$ cat src/rtl/cpu_sequencer_if.sv
// Purpose: Bundles the control/handshake signals between cpu_sequencer and
//          the CPU datapath / instruction and data memories.
// Ports (as signals):
//   start, instruction, branch_taken      : datapath/host -> sequencer
//   imem_req / imem_ready                 : fetch handshake
//   dmem_req / dmem_we / dmem_ready       : data access handshake
//   ir_we, pc_we, pc_sel, reg_we, wb_sel  : datapath strobes and selects
//   state_out, halted, error, err_code    : status
//   instret                               : retired-instruction count
// Modports: master = sequencer side, slave = datapath/memory side.
interface cpu_sequencer_if #(
  parameter int CNT_W = 32
);
  logic             start;
  logic [31:0]      instruction;
  logic             branch_taken;
  logic             imem_req;
  logic             imem_ready;
  logic             dmem_req;
  logic             dmem_we;
  logic             dmem_ready;
  logic             ir_we;
  logic             pc_we;
  logic [1:0]       pc_sel;
  logic             reg_we;
  logic [1:0]       wb_sel;
  logic [2:0]       state_out;
  logic             halted;
  logic             error;
  logic [1:0]       err_code;
  logic [CNT_W-1:0] instret;

  modport master (
    input  start, instruction, branch_taken, imem_ready, dmem_ready,
    output imem_req, dmem_req, dmem_we, ir_we, pc_we, pc_sel, reg_we,
           wb_sel, state_out, halted, error, err_code, instret
  );

  modport slave (
    output start, instruction, branch_taken, imem_ready, dmem_ready,
    input  imem_req, dmem_req, dmem_we, ir_we, pc_we, pc_sel, reg_we,
           wb_sel, state_out, halted, error, err_code, instret
  );
endinterface

$ cat src/rtl/cpu_sequencer.sv
// Purpose: Multi-cycle control FSM sequencing the CPU datapath through
//          fetch/decode/execute/memory/writeback with req/ready memory
//          handshakes, wait-limit timeout, sticky halt/error status and a
//          retired-instruction counter.
// Ports:
//   clock  : system clock
//   reset  : asynchronous, active-high reset
//   bus    : cpu_sequencer_if.master (handshakes, strobes, status)
//
// state   | meaning
// --------+---------------------------------------------------
// IDLE    | waiting for start
// FETCH   | imem_req high until imem_ready; ir_we on ready
// DECODE  | classify instruction; halt/illegal exit here
// EXECUTE | ALU/branch/jump commit, or hand off to MEM
// MEM     | dmem_req (dmem_we for sw) until dmem_ready
// WB      | load writeback and PC commit
// HALT    | sticky halt, no strobes
// ERROR   | sticky error, err_code held
module cpu_sequencer #(
  parameter int WAIT_LIMIT = 16,
  parameter int CNT_W      = 32
) (
  input logic             clock,
  input logic             reset,
  cpu_sequencer_if.master bus
);

  typedef enum logic [2:0] {
    S_IDLE    = 3'd0,
    S_FETCH   = 3'd1,
    S_DECODE  = 3'd2,
    S_EXECUTE = 3'd3,
    S_MEM     = 3'd4,
    S_WB      = 3'd5,
    S_HALT    = 3'd6,
    S_ERROR   = 3'd7
  } state_t;

  localparam int WW = $clog2(WAIT_LIMIT + 1);

  state_t           state_q, state_d;
  logic [WW-1:0]    wait_q, wait_d;
  logic [1:0]       err_q, err_d;
  logic [CNT_W-1:0] instret_q;

  logic             imem_req, dmem_req, dmem_we, ir_we, pc_we, reg_we_raw;
  logic [1:0]       pc_sel, wb_sel;
  logic             limit_hit;

  // Decode
  logic [6:0] opcode;
  logic [2:0] funct3;
  logic [6:0] funct7;
  logic       is_halt, is_alu, is_branch, is_jal, is_jalr, is_lw, is_sw, is_legal;

  assign opcode = bus.instruction[6:0];
  assign funct3 = bus.instruction[14:12];
  assign funct7 = bus.instruction[31:25];

  assign is_halt   = (bus.instruction == 32'hFFFF_FFFF);
  assign is_alu    = !is_halt &&
                     (((opcode == 7'b0110011) && (funct3 == 3'b000) &&
                       ((funct7 == 7'b0000000) || (funct7 == 7'b0100000))) ||
                      ((opcode == 7'b0010011) &&
                       ((funct3 == 3'b000) || (funct3 == 3'b001))));
  assign is_lw     = !is_halt && (opcode == 7'b0000011) && (funct3 == 3'b010);
  assign is_sw     = !is_halt && (opcode == 7'b0100011) && (funct3 == 3'b010);
  assign is_branch = !is_halt && (opcode == 7'b1100011) &&
                     ((funct3 == 3'b000) || (funct3 == 3'b001));
  assign is_jal    = !is_halt && (opcode == 7'b1101111);
  assign is_jalr   = !is_halt && (opcode == 7'b1100111) && (funct3 == 3'b000);
  assign is_legal  = is_alu || is_lw || is_sw || is_branch || is_jal || is_jalr;

  // Timeout fires on the WAIT_LIMIT-th unacknowledged cycle; a ready in that
  // same cycle is checked first so the access still completes.
  assign limit_hit = (wait_q == WW'(WAIT_LIMIT - 1));

  always_ff @(posedge clock or posedge reset) begin
    if (reset) begin
      state_q   <= S_IDLE;
      wait_q    <= '0;
      err_q     <= 2'd0;
      instret_q <= '0;
    end else begin
      state_q <= state_d;
      wait_q  <= wait_d;
      err_q   <= err_d;
      if (pc_we) instret_q <= instret_q + CNT_W'(1);
    end
  end

  always_comb begin
    state_d    = state_q;
    wait_d     = wait_q;
    err_d      = err_q;
    imem_req   = 1'b0;
    dmem_req   = 1'b0;
    dmem_we    = 1'b0;
    ir_we      = 1'b0;
    pc_we      = 1'b0;
    pc_sel     = 2'd0;
    reg_we_raw = 1'b0;
    wb_sel     = 2'd0;

    case (state_q)
      S_IDLE: begin
        if (bus.start) begin
          state_d = S_FETCH;
          wait_d  = '0;
        end
      end
      S_FETCH: begin
        imem_req = 1'b1;
        if (bus.imem_ready) begin
          ir_we   = 1'b1;
          state_d = S_DECODE;
        end else if (limit_hit) begin
          state_d = S_ERROR;
          err_d   = 2'd2;
        end else begin
          wait_d = wait_q + WW'(1);
        end
      end
      S_DECODE: begin
        if (is_halt) begin
          state_d = S_HALT;
        end else if (!is_legal) begin
          state_d = S_ERROR;
          err_d   = 2'd1;
        end else begin
          state_d = S_EXECUTE;
        end
      end
      S_EXECUTE: begin
        wait_d = '0;
        if (is_alu) begin
          reg_we_raw = 1'b1;
          pc_we      = 1'b1;
          state_d    = S_FETCH;
        end else if (is_branch) begin
          pc_we   = 1'b1;
          pc_sel  = bus.branch_taken ? 2'd1 : 2'd0;
          state_d = S_FETCH;
        end else if (is_jal || is_jalr) begin
          reg_we_raw = 1'b1;
          wb_sel     = 2'd2;
          pc_we      = 1'b1;
          pc_sel     = is_jal ? 2'd2 : 2'd3;
          state_d    = S_FETCH;
        end else if (is_lw || is_sw) begin
          state_d = S_MEM;
        end else begin
          // Unreachable via DECODE; trap rather than run on garbage.
          state_d = S_ERROR;
          err_d   = 2'd1;
        end
      end
      S_MEM: begin
        dmem_req = 1'b1;
        dmem_we  = is_sw;
        if (bus.dmem_ready) begin
          if (is_sw) begin
            pc_we   = 1'b1;
            wait_d  = '0;
            state_d = S_FETCH;
          end else begin
            state_d = S_WB;
          end
        end else if (limit_hit) begin
          state_d = S_ERROR;
          err_d   = 2'd3;
        end else begin
          wait_d = wait_q + WW'(1);
        end
      end
      S_WB: begin
        reg_we_raw = 1'b1;
        wb_sel     = 2'd1;
        pc_we      = 1'b1;
        wait_d     = '0;
        state_d    = S_FETCH;
      end
      S_HALT:  state_d = S_HALT;
      S_ERROR: state_d = S_ERROR;
      default: state_d = S_IDLE;
    endcase
  end

  assign bus.imem_req  = imem_req;
  assign bus.dmem_req  = dmem_req;
  assign bus.dmem_we   = dmem_we;
  assign bus.ir_we     = ir_we;
  assign bus.pc_we     = pc_we;
  assign bus.pc_sel    = pc_sel;
  // x0 is hardwired zero, so never strobe a write to it.
  assign bus.reg_we    = reg_we_raw && (bus.instruction[11:7] != 5'd0);
  assign bus.wb_sel    = wb_sel;
  assign bus.state_out = state_q;
  assign bus.halted    = (state_q == S_HALT);
  assign bus.error     = (state_q == S_ERROR);
  assign bus.err_code  = err_q;
  assign bus.instret   = instret_q;

endmodule

$ cat src/flat_wrapper.sv
// flat-port wrapper written by rule: the top's interface ports become plain ports
module cpu_sequencer_flat 
#(
  parameter int WAIT_LIMIT = 16,
  parameter int CNT_W      = 32
)
  (clock, reset, bus_start, bus_instruction, bus_branch_taken, bus_imem_ready, bus_dmem_ready, bus_imem_req, bus_dmem_req, bus_dmem_we, bus_ir_we, bus_pc_we, bus_pc_sel, bus_reg_we, bus_wb_sel, bus_state_out, bus_halted, bus_error, bus_err_code, bus_instret);
  cpu_sequencer_if #(.CNT_W(CNT_W)) bus_i ();
  input logic clock;
  input logic reset;
  input wire logic [$bits(bus_i.start)-1:0] bus_start;
  input wire logic [$bits(bus_i.instruction)-1:0] bus_instruction;
  input wire logic [$bits(bus_i.branch_taken)-1:0] bus_branch_taken;
  input wire logic [$bits(bus_i.imem_ready)-1:0] bus_imem_ready;
  input wire logic [$bits(bus_i.dmem_ready)-1:0] bus_dmem_ready;
  output wire logic [$bits(bus_i.imem_req)-1:0] bus_imem_req;
  output wire logic [$bits(bus_i.dmem_req)-1:0] bus_dmem_req;
  output wire logic [$bits(bus_i.dmem_we)-1:0] bus_dmem_we;
  output wire logic [$bits(bus_i.ir_we)-1:0] bus_ir_we;
  output wire logic [$bits(bus_i.pc_we)-1:0] bus_pc_we;
  output wire logic [$bits(bus_i.pc_sel)-1:0] bus_pc_sel;
  output wire logic [$bits(bus_i.reg_we)-1:0] bus_reg_we;
  output wire logic [$bits(bus_i.wb_sel)-1:0] bus_wb_sel;
  output wire logic [$bits(bus_i.state_out)-1:0] bus_state_out;
  output wire logic [$bits(bus_i.halted)-1:0] bus_halted;
  output wire logic [$bits(bus_i.error)-1:0] bus_error;
  output wire logic [$bits(bus_i.err_code)-1:0] bus_err_code;
  output wire logic [$bits(bus_i.instret)-1:0] bus_instret;
  assign bus_i.start = bus_start;
  assign bus_i.instruction = bus_instruction;
  assign bus_i.branch_taken = bus_branch_taken;
  assign bus_i.imem_ready = bus_imem_ready;
  assign bus_i.dmem_ready = bus_dmem_ready;
  assign bus_imem_req = bus_i.imem_req;
  assign bus_dmem_req = bus_i.dmem_req;
  assign bus_dmem_we = bus_i.dmem_we;
  assign bus_ir_we = bus_i.ir_we;
  assign bus_pc_we = bus_i.pc_we;
  assign bus_pc_sel = bus_i.pc_sel;
  assign bus_reg_we = bus_i.reg_we;
  assign bus_wb_sel = bus_i.wb_sel;
  assign bus_state_out = bus_i.state_out;
  assign bus_halted = bus_i.halted;
  assign bus_error = bus_i.error;
  assign bus_err_code = bus_i.err_code;
  assign bus_instret = bus_i.instret;
  cpu_sequencer #(.WAIT_LIMIT(WAIT_LIMIT), .CNT_W(CNT_W)) u_core (.clock(clock), .reset(reset), .bus(bus_i));
endmodule
$ cat config.mk
export PLATFORM = sky130hd
export DESIGN_NAME = cpu_sequencer_flat
export DESIGN_NICKNAME = d
export VERILOG_FILES = /design/src/rtl/cpu_sequencer_if.sv /design/src/rtl/cpu_sequencer.sv /design/src/flat_wrapper.sv
export SDC_FILE = /design/constraint.sdc
export NUM_CORES = 1
export LEC_CHECK = 0
export ABC_CLOCK_PERIOD_IN_PS = 3400
export CORE_ASPECT_RATIO = 0.75
export CORE_MARGIN = 1.5
export CORE_UTILIZATION = 49
export CTS_CLUSTER_SIZE = 16
export DETAILED_ROUTE_END_ITERATION = 8
export PLACE_DENSITY = 0.86
export REMOVE_ABC_BUFFERS = 1
export SLEW_MARGIN = 20
export SYNTH_ARGS = -nofsm -noshare
export SYNTH_HDL_FRONTEND = slang
export SYNTH_SLANG_ARGS = --single-unit
export TNS_END_PERCENT = 20
$ cat constraint.sdc
create_clock -name clock -period 3.4 [get_ports clock]
set_input_delay 0.68 -clock clock [delete_from_list [all_inputs] [get_ports clock]]
set_output_delay 0.68 -clock clock [all_outputs]
set_load 0.03 [all_outputs]
* Word level (Yosys, flattened, before mapping) *
Cells that the tools add are included.

word-level totals
  bits in registers = 42
  input bits = 38
  output and inout bits = 49
  logic and storage cells = 124

operators by class
  add/subtract/negate cells = 2
  equal/unequal tests = 31
  muxes and demuxes = 53
  reductions and logical operators = 34

operators by type and width
  kind                     count
  $mux W2                  18
  $add A32 B1 Y32 const B  1
  $eq A32 B32 Y1 const B   1
  $mux W3                  10
  $mux W5                  5
  $pmux W3 S8              1
  $eq A7 B6 Y1 const B     3
  $eq A7 B7 Y1 const B     3
  $pmux W5 S4              1
  $ne A2 B2 Y1 const B     9
  $logic_and A1 B1 Y1      14
  $mux W1                  14
  $eq A3 B3 Y1 const B     4
  $reduce_and A11 Y1       1
  $logic_or A1 B1 Y1       10
  $eq A3 B2 Y1 const B     3
  $pmux W2 S4              1
  $reduce_bool A4 Y1       2
  $eq A7 B2 Y1 const B     1
  $eq A7 B5 Y1 const B     1
  $logic_not A7 Y1         1
  $eq A3 B1 Y1 const B     2
  $logic_not A3 Y1         2
  $add A5 B1 Y5 const B    1
  other kinds (10)         11

* Longest topological paths before layout *
Gate-level depths: netlist (run 1).

  word-level depth = 13
  gate-level depth with buffers = 7
  gate-level depth less buffers = 7

* Worst setup path after synthesis (run 1) *
Ideal clock, no wire load.

  kind = input to output
  start point = input bus_instruction[27]
  end point = output bus_pc_we
  data arrival time = 2.108 ns
  required time = 2.720 ns
  setup slack = 0.612 ns
  cell stages on the path = 5
  path buffers = 1
  cell sequence = or4_4 > o41ai_4 > a41oi_2 > o21ai_2 > buf_6

between the ends
  word-level cells in the longest chain between the ends = 9
  elaborated cells between the ends (all ways) = 22
  those cells by class = 2 x eq/ne; 6 x mux; 14 x reduce/logical

RTL lines
  what                               line                  source
  from (decl)                        flat_wrapper.sv:12    input wire logic [$bits(bus_i.instruction)-1:0] bus_instruction;
  $eq A32 B32 Y1                     cpu_sequencer.sv:61   assign is_halt = (bus.instruction == 32'hFFFF_FFFF);
  $logic_not A1 Y1                   -
  $logic_and A1 B1 Y1 (2 in series)  cpu_sequencer.sv:72   assign is_jalr = !is_halt && (opcode == 7'b1100111) && (funct3 == 3'b000);
  $logic_or A1 B1 Y1                 cpu_sequencer.sv:145  end else if (is_jal || is_jalr) begin
  $mux W1                            cpu_sequencer.sv:145
  $mux W1                            cpu_sequencer.sv:141  end else if (is_branch) begin
  $mux W1                            cpu_sequencer.sv:137  if (is_alu) begin
  $pmux W1 S3 *                      cpu_sequencer.sv:106  case (state_q)
  to (decl)                          flat_wrapper.sv:20    output wire logic [$bits(bus_i.pc_we)-1:0] bus_pc_we;

Every way passes the cells marked *; elsewhere a longest branch is shown, timed or not.

* Worst setup path after layout (run 1) *
  start point = input bus_instruction[27]
  end point = output bus_wb_sel[1]

between the ends
  word-level cells in the longest chain between the ends = 9
  elaborated cells between the ends (all ways) = 18
  those cells by class = 2 x eq/ne; 4 x mux; 12 x reduce/logical

RTL lines
  what                               line                  source
  $eq A32 B32 Y1                     cpu_sequencer.sv:61
  $logic_not A1 Y1                   -
  $logic_and A1 B1 Y1 (2 in series)  cpu_sequencer.sv:72
  $logic_or A1 B1 Y1                 cpu_sequencer.sv:145
  $mux W2                            cpu_sequencer.sv:145
  $mux W2                            cpu_sequencer.sv:141
  $mux W2 *                          cpu_sequencer.sv:137
  $pmux W2 S2 *                      cpu_sequencer.sv:106
  to (decl)                          flat_wrapper.sv:23    output wire logic [$bits(bus_i.wb_sel)-1:0] bus_wb_sel;

Marked as above.

==> impl_metrics.toml, run 1 <==
[min_path]
min_from = "u_core.bus.instret[31]"
hold_class = "reg -> reg"

[power]
vdd_ir_drop_max_uv = 397.2
p_leak_nw = 1.459
power_density_mw_per_mm2 = 324.0

[die]
start_util_pct = 50.67
row_count = 22
die_x_um = 84.73
core_area_mm2 = 0.004845
die-area_mm2 = 0.005448
die_h_um = 64.30
io_pins = 87

[timing]
rsz0062_at_grt = "yes"
max_slew_margin_pct = 52.99
setup_viol = 0
tightest_slew_ns = 0.6960
period_share_pct = 99.92
fin_setup_tns_ns = 0
finClkSkew_ns = 0.008842
hold_viol = 0
fin_crit_ns = 3.397
slew_viol_final = 0
fmax_mhz = 294.3

[global_route]
grt_max_degree = 43
grt_antenna_before_repair = 0
grt_overflow_total = 0
grt_pass1_wl_um = 11200
track_usage_pct = 25.51
grt_pass1_vias = 2233

[run_status]
status = "complete, no violations"

[route]
drc = 0
vias = 2435
wl_um = 6592
drt-wirelength-per-cell_um = 15.85
ant_nets = 0
vias_per_cell = 5.853
drtIter0Drc = 176
dr.pass1.iters = 5

[yosys]
yosysMostFrequentCell = "dfrtp_1"
ys_ff_latch = 42
synth_ff_type = "dfrtp_1"
synth_top_area_cell = "dfrtp_1"
async_flop_share_pct = 100.0
syn-cell-area_mm2 = 0.002455
synth_top_area_share_pct = 42.81
syn_inst = 259
yosysSeqAreaShare_pct = 42.81
syn_avg_cell_area_um2 = 9.478
ys_warn_count = 0
yosys-top-cells-area = "dfrtp_1 (43%), xnor2_1 (10%), nand4_1 (6.1%), nand3_1 (3.7%), and3_1 (3.6%)"
synth_common_cells = "dfrtp_1 (42), xnor2_1 (29), nand4_1 (24)"
synth.distinct_cells = 47
synth-edff-count = 0

[setup_path]
timing.rr.start = "u_core.bus.state_out[0]"
crit_fanout = 4
critPathMaxStageDelay_ns = 0.55
cp-end-kind = "output port"
worstSetupPathType = "in -> out"
cp-start-kind = "input port"
crit_required_ns = 2.72
crit_chain = "clkdlybuf4s50_1 -> or4_4 -> o41ai_4 -> nand4_1 -> nor3b_1 -> clkdlybuf4s15_1"
worstSetupStartpoint = "bus_instruction[27]"
arrival_ns = 2.72
crit_path_top_delay_cell = "or4_4"

[cts]
cts_buffer_depth = 2
cts_sinks = 42
cts_tree = "yes"
clock_latency_ns = 0.29
cts_setup_buffers = 0
cts_buffers = 5
cts-root-buf = "clkbuf_8"
path_clk_slew_ns = 0.08
hold_buffers = 0
ctsHtreeMaxLevel = 2

[place]
dp_hpwl_um = 5128
io_buffers = 86
place.gp.congestion = 0.8828
dp.cells = 408

[layout]
final_cells = 416
n_fill_cell = 368
ff_latch_area_mm2 = 0.001051
fin_util_pct = 72.29
area_growth_pct = 42.66
fin_nets = 395
drive_gt1_share_pct = 8.708
n_antenna_cell = 0
multiInputGateArea_mm2 = 0.001306

[run]
timing.max_cap.violations = 0
==> layout make-up <==
class                   instances  area share (%)
flip-flops and latches         42           30.01
well taps                      60           2.144
clock buffers                   6           2.358
clock inverters                 2          0.3573
repair buffers                 98           26.65
multi-input cells             197           37.30
inverters                      11           1.179
==> registers in the layout, summed over array words and instances (netlist names) <==
signal / flops
u_core.wait_q: 5
u_core.bus.state_out: 3
u_core.bus.instret: 32
u_core.bus.err_code: 2
==> worst paths after layout <==
path | end | depth (start not counted) | slack (ns)
max reg2reg | u_core.bus.state_out[0] | 7 | 1.05
max in group asynchronous | u_core.bus.instret[7] | 3 | 2.20
max | bus_wb_sel[1] | 6 | 0.003
min reg2reg | u_core.bus.instret[31] | 1 | 0.48
min in group asynchronous | u_core.bus.instret[14] | 3 | 0.82
min | u_core.bus.instret[31] | 1 | 0.48
==> metal layers <==
layer	vias to the layer above	GRT usage, %	part of all wire [%]
met5	-	0	0
met4	0	3.427	0.46
met3	4	4.780	6.4
met2	89	40.18	46
met1	1183	37.63	47
li1	1159	-	-
==> worst max-delay path, delay by kind of cell <==
family / cells / cell delay (ns)
AND/OR/NAND/NOR: 3 / 0.99
AO/OA/AOI/OAI: 1 / 0.27
buffers and inverters: 2 / 0.78
==> power breakdown <==
part / switching, mW / leakage [nW] / total [mW] / internal (mW)
clock network: 0.172 / 0.0472 / 0.335 / 0.163
registers: 0.0100 / 0.573 / 0.522 / 0.512
logic: 0.152 / 0.839 / 0.277 / 0.125
==> placed cells by master, fill, tap and decap left out, types with 4 or more instances in the layout <==
master / instances
and3_1: 14
nor2_1: 18
dfrtp_1: 42
nand4_1: 24
o21ai_0: 6
xnor2_1: 29
inv_1: 11
nand2_1: 16
clkdlybuf4s50_1: 80
and2_1: 8
o22ai_1: 4
a21oi_1: 9
and4_1: 7
clkbuf_8: 6
buf_4: 15
nand3_1: 18
==> metrics by stage <==
stage	hold WS (ns)	setup WS (ns)	power [mW]	area, um2
final	0.4821	0.002552	1.135	3502
after global routing	0.5183	-0.08018	1.189	3502
after CTS	0.4828	-0.02221	1.140	3510
after detailed placement	0.4720	-0.2582	0.8068	3417
after global placement	0.4638	-0.1771	0.8020	3417
after floorplan	0.4975	0.1827	0.6660	2399
==> what timing repair did <==
item / 4_1_cts / 5_1_grt
pin swaps: 0 / 1
gates resized for setup: 4 / 5
endpoints found under the setup margin: 3 / 5
==> logic make-up (layout without fill, tap and decap cells) <==
group | count (synthesis) | in the layout | share of synthesized area (%)
AND/OR/NAND/NOR | 122 | 122 | 28.03
AO/OA/AOI/OAI | 40 | 40 | 12.23
XOR/XNOR | 31 | 31 | 11.06
buffers and inverters | 20 | 117 | 3.975
flip-flops | 42 | 42 | 42.81
multiplexers | 2 | 2 | 0.8664
adder cells (fa/ha/maj) | 2 | 2 | 1.019
(Power assumes the default switching activity.)
==> run 2: changes to the inputs <==
--- a/config.mk
+++ b/config.mk
@@ -8,10 +8,11 @@
 export ABC_CLOCK_PERIOD_IN_PS = 3400
 export CORE_ASPECT_RATIO = 0.75
 export CORE_MARGIN = 1.5
-export CORE_UTILIZATION = 49
+export CORE_UTILIZATION = 45
 export CTS_CLUSTER_SIZE = 16
 export DETAILED_ROUTE_END_ITERATION = 8
-export PLACE_DENSITY = 0.86
+export PLACE_DENSITY = 0.8
+export RECOVER_POWER = 50
 export REMOVE_ABC_BUFFERS = 1
 export SLEW_MARGIN = 20
 export SYNTH_ARGS = -nofsm -noshare
==> run 2 against run 1 <==
  * The run now ends with max-capacitance violations, max-slew violations left
  * Largest power group unchanged
  * Critical path type unchanged
  * Maximum frequency grew 3.1%
  * Largest cell class unchanged
  * Critical path depth up 1
  * Setup slack improved by 0.10 ns
  * Sequential power about the same
==> impl_metrics.toml, run 2 (synthesis gave the netlist of run 1 again) <==
[layout]
most-common-layout-cells = "clkdlybuf4s50_1 (56), dfrtp_1 (42), xnor2_1 (29)"
fin_nets = 397
area_growth_pct = 43.53
n_antenna_cell = 0
drive_gt1_share_pct = 9.244
largest_register_ffs = 32
layout_commonest_cell = "clkdlybuf4s50_1"
fin_util_pct = 66.54

[run_status]
status = "finished, violations left"
violations = "max-capacitance violations, max-slew violations"

[die]
row_count = 23
core_area_mm2 = 0.005295
io_pins = 87
die_x_um = 88.29
die_h_um = 66.97
start_util_pct = 46.36
die-area_mm2 = 0.005912

[timing]
finClkSkew_ns = 0.006689
slew_viol_final = 43
fmax_mhz = 303.6
fin_crit_ns = 3.294
rsz0062_at_grt = "yes"
max_slew_margin_pct = -41.93
tightest_slew_ns = 2.129
period_share_pct = 96.89
setup_viol = 0
hold_viol = 0

[cts]
cts_sinks = 42
hold_buffers = 0
cts_buffers = 5
cts_tree = "yes"
cts_buffer_depth = 2
path_clk_slew_ns = 0.08
cts-root-buf = "clkbuf_8"
clock_latency_ns = 0.29
ctsHtreeMaxLevel = 2

[global_route]
grt_antenna_before_repair = 0
grt_pass1_wl_um = 11090
grt_overflow_total = 0
grt_pass1_vias = 2287
track_usage_pct = 24.40
grt_max_degree = 43

[power]
p_leak_nw = 1.545
power_density_mw_per_mm2 = 312.0
design_power_total_mw = 1.099
vdd_ir_drop_max_uv = 228.9

[setup_path]
rr_worst_depth = 5
timing.rr.start = "u_core.bus.state_out[2]"
cp-start-kind = "input port"
worstSetupPathType = "in -> out"
crit_required_ns = 2.72
cp-end-kind = "output port"
arrival_ns = 2.61
crit_fanout = 3
worstSetupStartpoint = "bus_instruction[27]"

[route]
drt-wirelength-per-cell_um = 15.75
dr.pass1.iters = 4
vias_per_cell = 5.576
wl_um = 6806
drtIter0Drc = 124
vias = 2409
drc = 0
ant_nets = 0

[place]
place.gp.congestion = 0.9465
io_buffers = 86
dp_hpwl_um = 5267

[run]
timing.max_cap.violations = 1

[min_path]
min_from = "u_core.bus.instret[8]"
worstHoldPathCells = 1
hold_class = "reg -> reg"
run 2: cell types whose count changed in the layout (fill, tap and decap cells not counted), sizes merged:
cell and delta:
clkinvlp -1, clkinv +1, dlygate4sd3 +25, clkdlybuf4s50 -24, clkdlybuf4s15 -1, clkbuf +1
run 2: final cells by class:
class | instances | area [um2]
flip-flops and latches | 42 | 1051
repair buffers | 100 | 942.2
multi-input cells | 197 | 1316
clock buffers | 5 | 68.82
inverters | 11 | 41.29
fillers | 441 | 1772
clock inverters | 2 | 10.01
well taps | 75 | 93.84
run 2: per-stage QoR:
step / worst slack (ns) / setup TNS [ns] / cell area [um2] / hold WS (ns) / instances
final: 0.1058 / 0 / 3523 / 0.4849 / 432
after global routing: -0.01313 / -0.01313 / 3523 / 0.5097 / 432
after floorplan: 0.1827 / 0 / 2399 / 0.4975 / 250
after CTS: 0.04455 / 0 / 3528 / 0.4923 / 432
after global placement: -0.1184 / -0.3072 / 3453 / 0.4607 / 425
after detailed placement: -0.1806 / -0.4793 / 3453 / 0.4771 / 425
run 2: per-layer routing:
layer | part of all wire (%) | GRT usage (%) | vias up
met5 | 0 | 0 | -
met4 | 1.3 | 6.445 | 0
met3 | 5.1 | 5.081 | 12
met2 | 49 | 39.69 | 75
met1 | 45 | 33.02 | 1171
li1 | - | - | 1151
run 2: worst paths after layout:
| check | to | slack, ns |
|---|---|---|
| max in group asynchronous | u_core.bus.instret[0] | 0.58 |
| worst min-delay path | u_core.bus.instret[8] | 0.48 |
| worst max-delay path | bus_pc_we | 0.11 |
| min in group asynchronous | u_core.bus.instret[5] | 1.60 |
| worst max register to register | u_core.bus.instret[1] | 1.22 |
| worst min register to register | u_core.bus.instret[8] | 0.48 |
run 2: what timing repair did:
action | CTS | global route
setup endpoints to repair | 3 | 3
endpoints found under the hold margin | 0 | 0
cloned | 0 | 0
gates resized for setup | 3 | 10
setup buffers | 0 | 0
pin swaps | 0 | 1
run 2: report_power, final:
part	total, mW	internal [mW]	leakage [nW]	switching (mW)
clock network	0.301	0.138	0.0438	0.163
logic	0.274	0.125	0.928	0.149
registers	0.525	0.512	0.573	0.0123
run 2: worst max-delay path: stages:
cell and delay [ns]:
clkdlybuf4s50_1 0.43, or4_4 0.56, o41ai_4 0.23, buf_4 0.16, a41oi_2 0.17, o21ai_2 0.20
buf_4 0.19
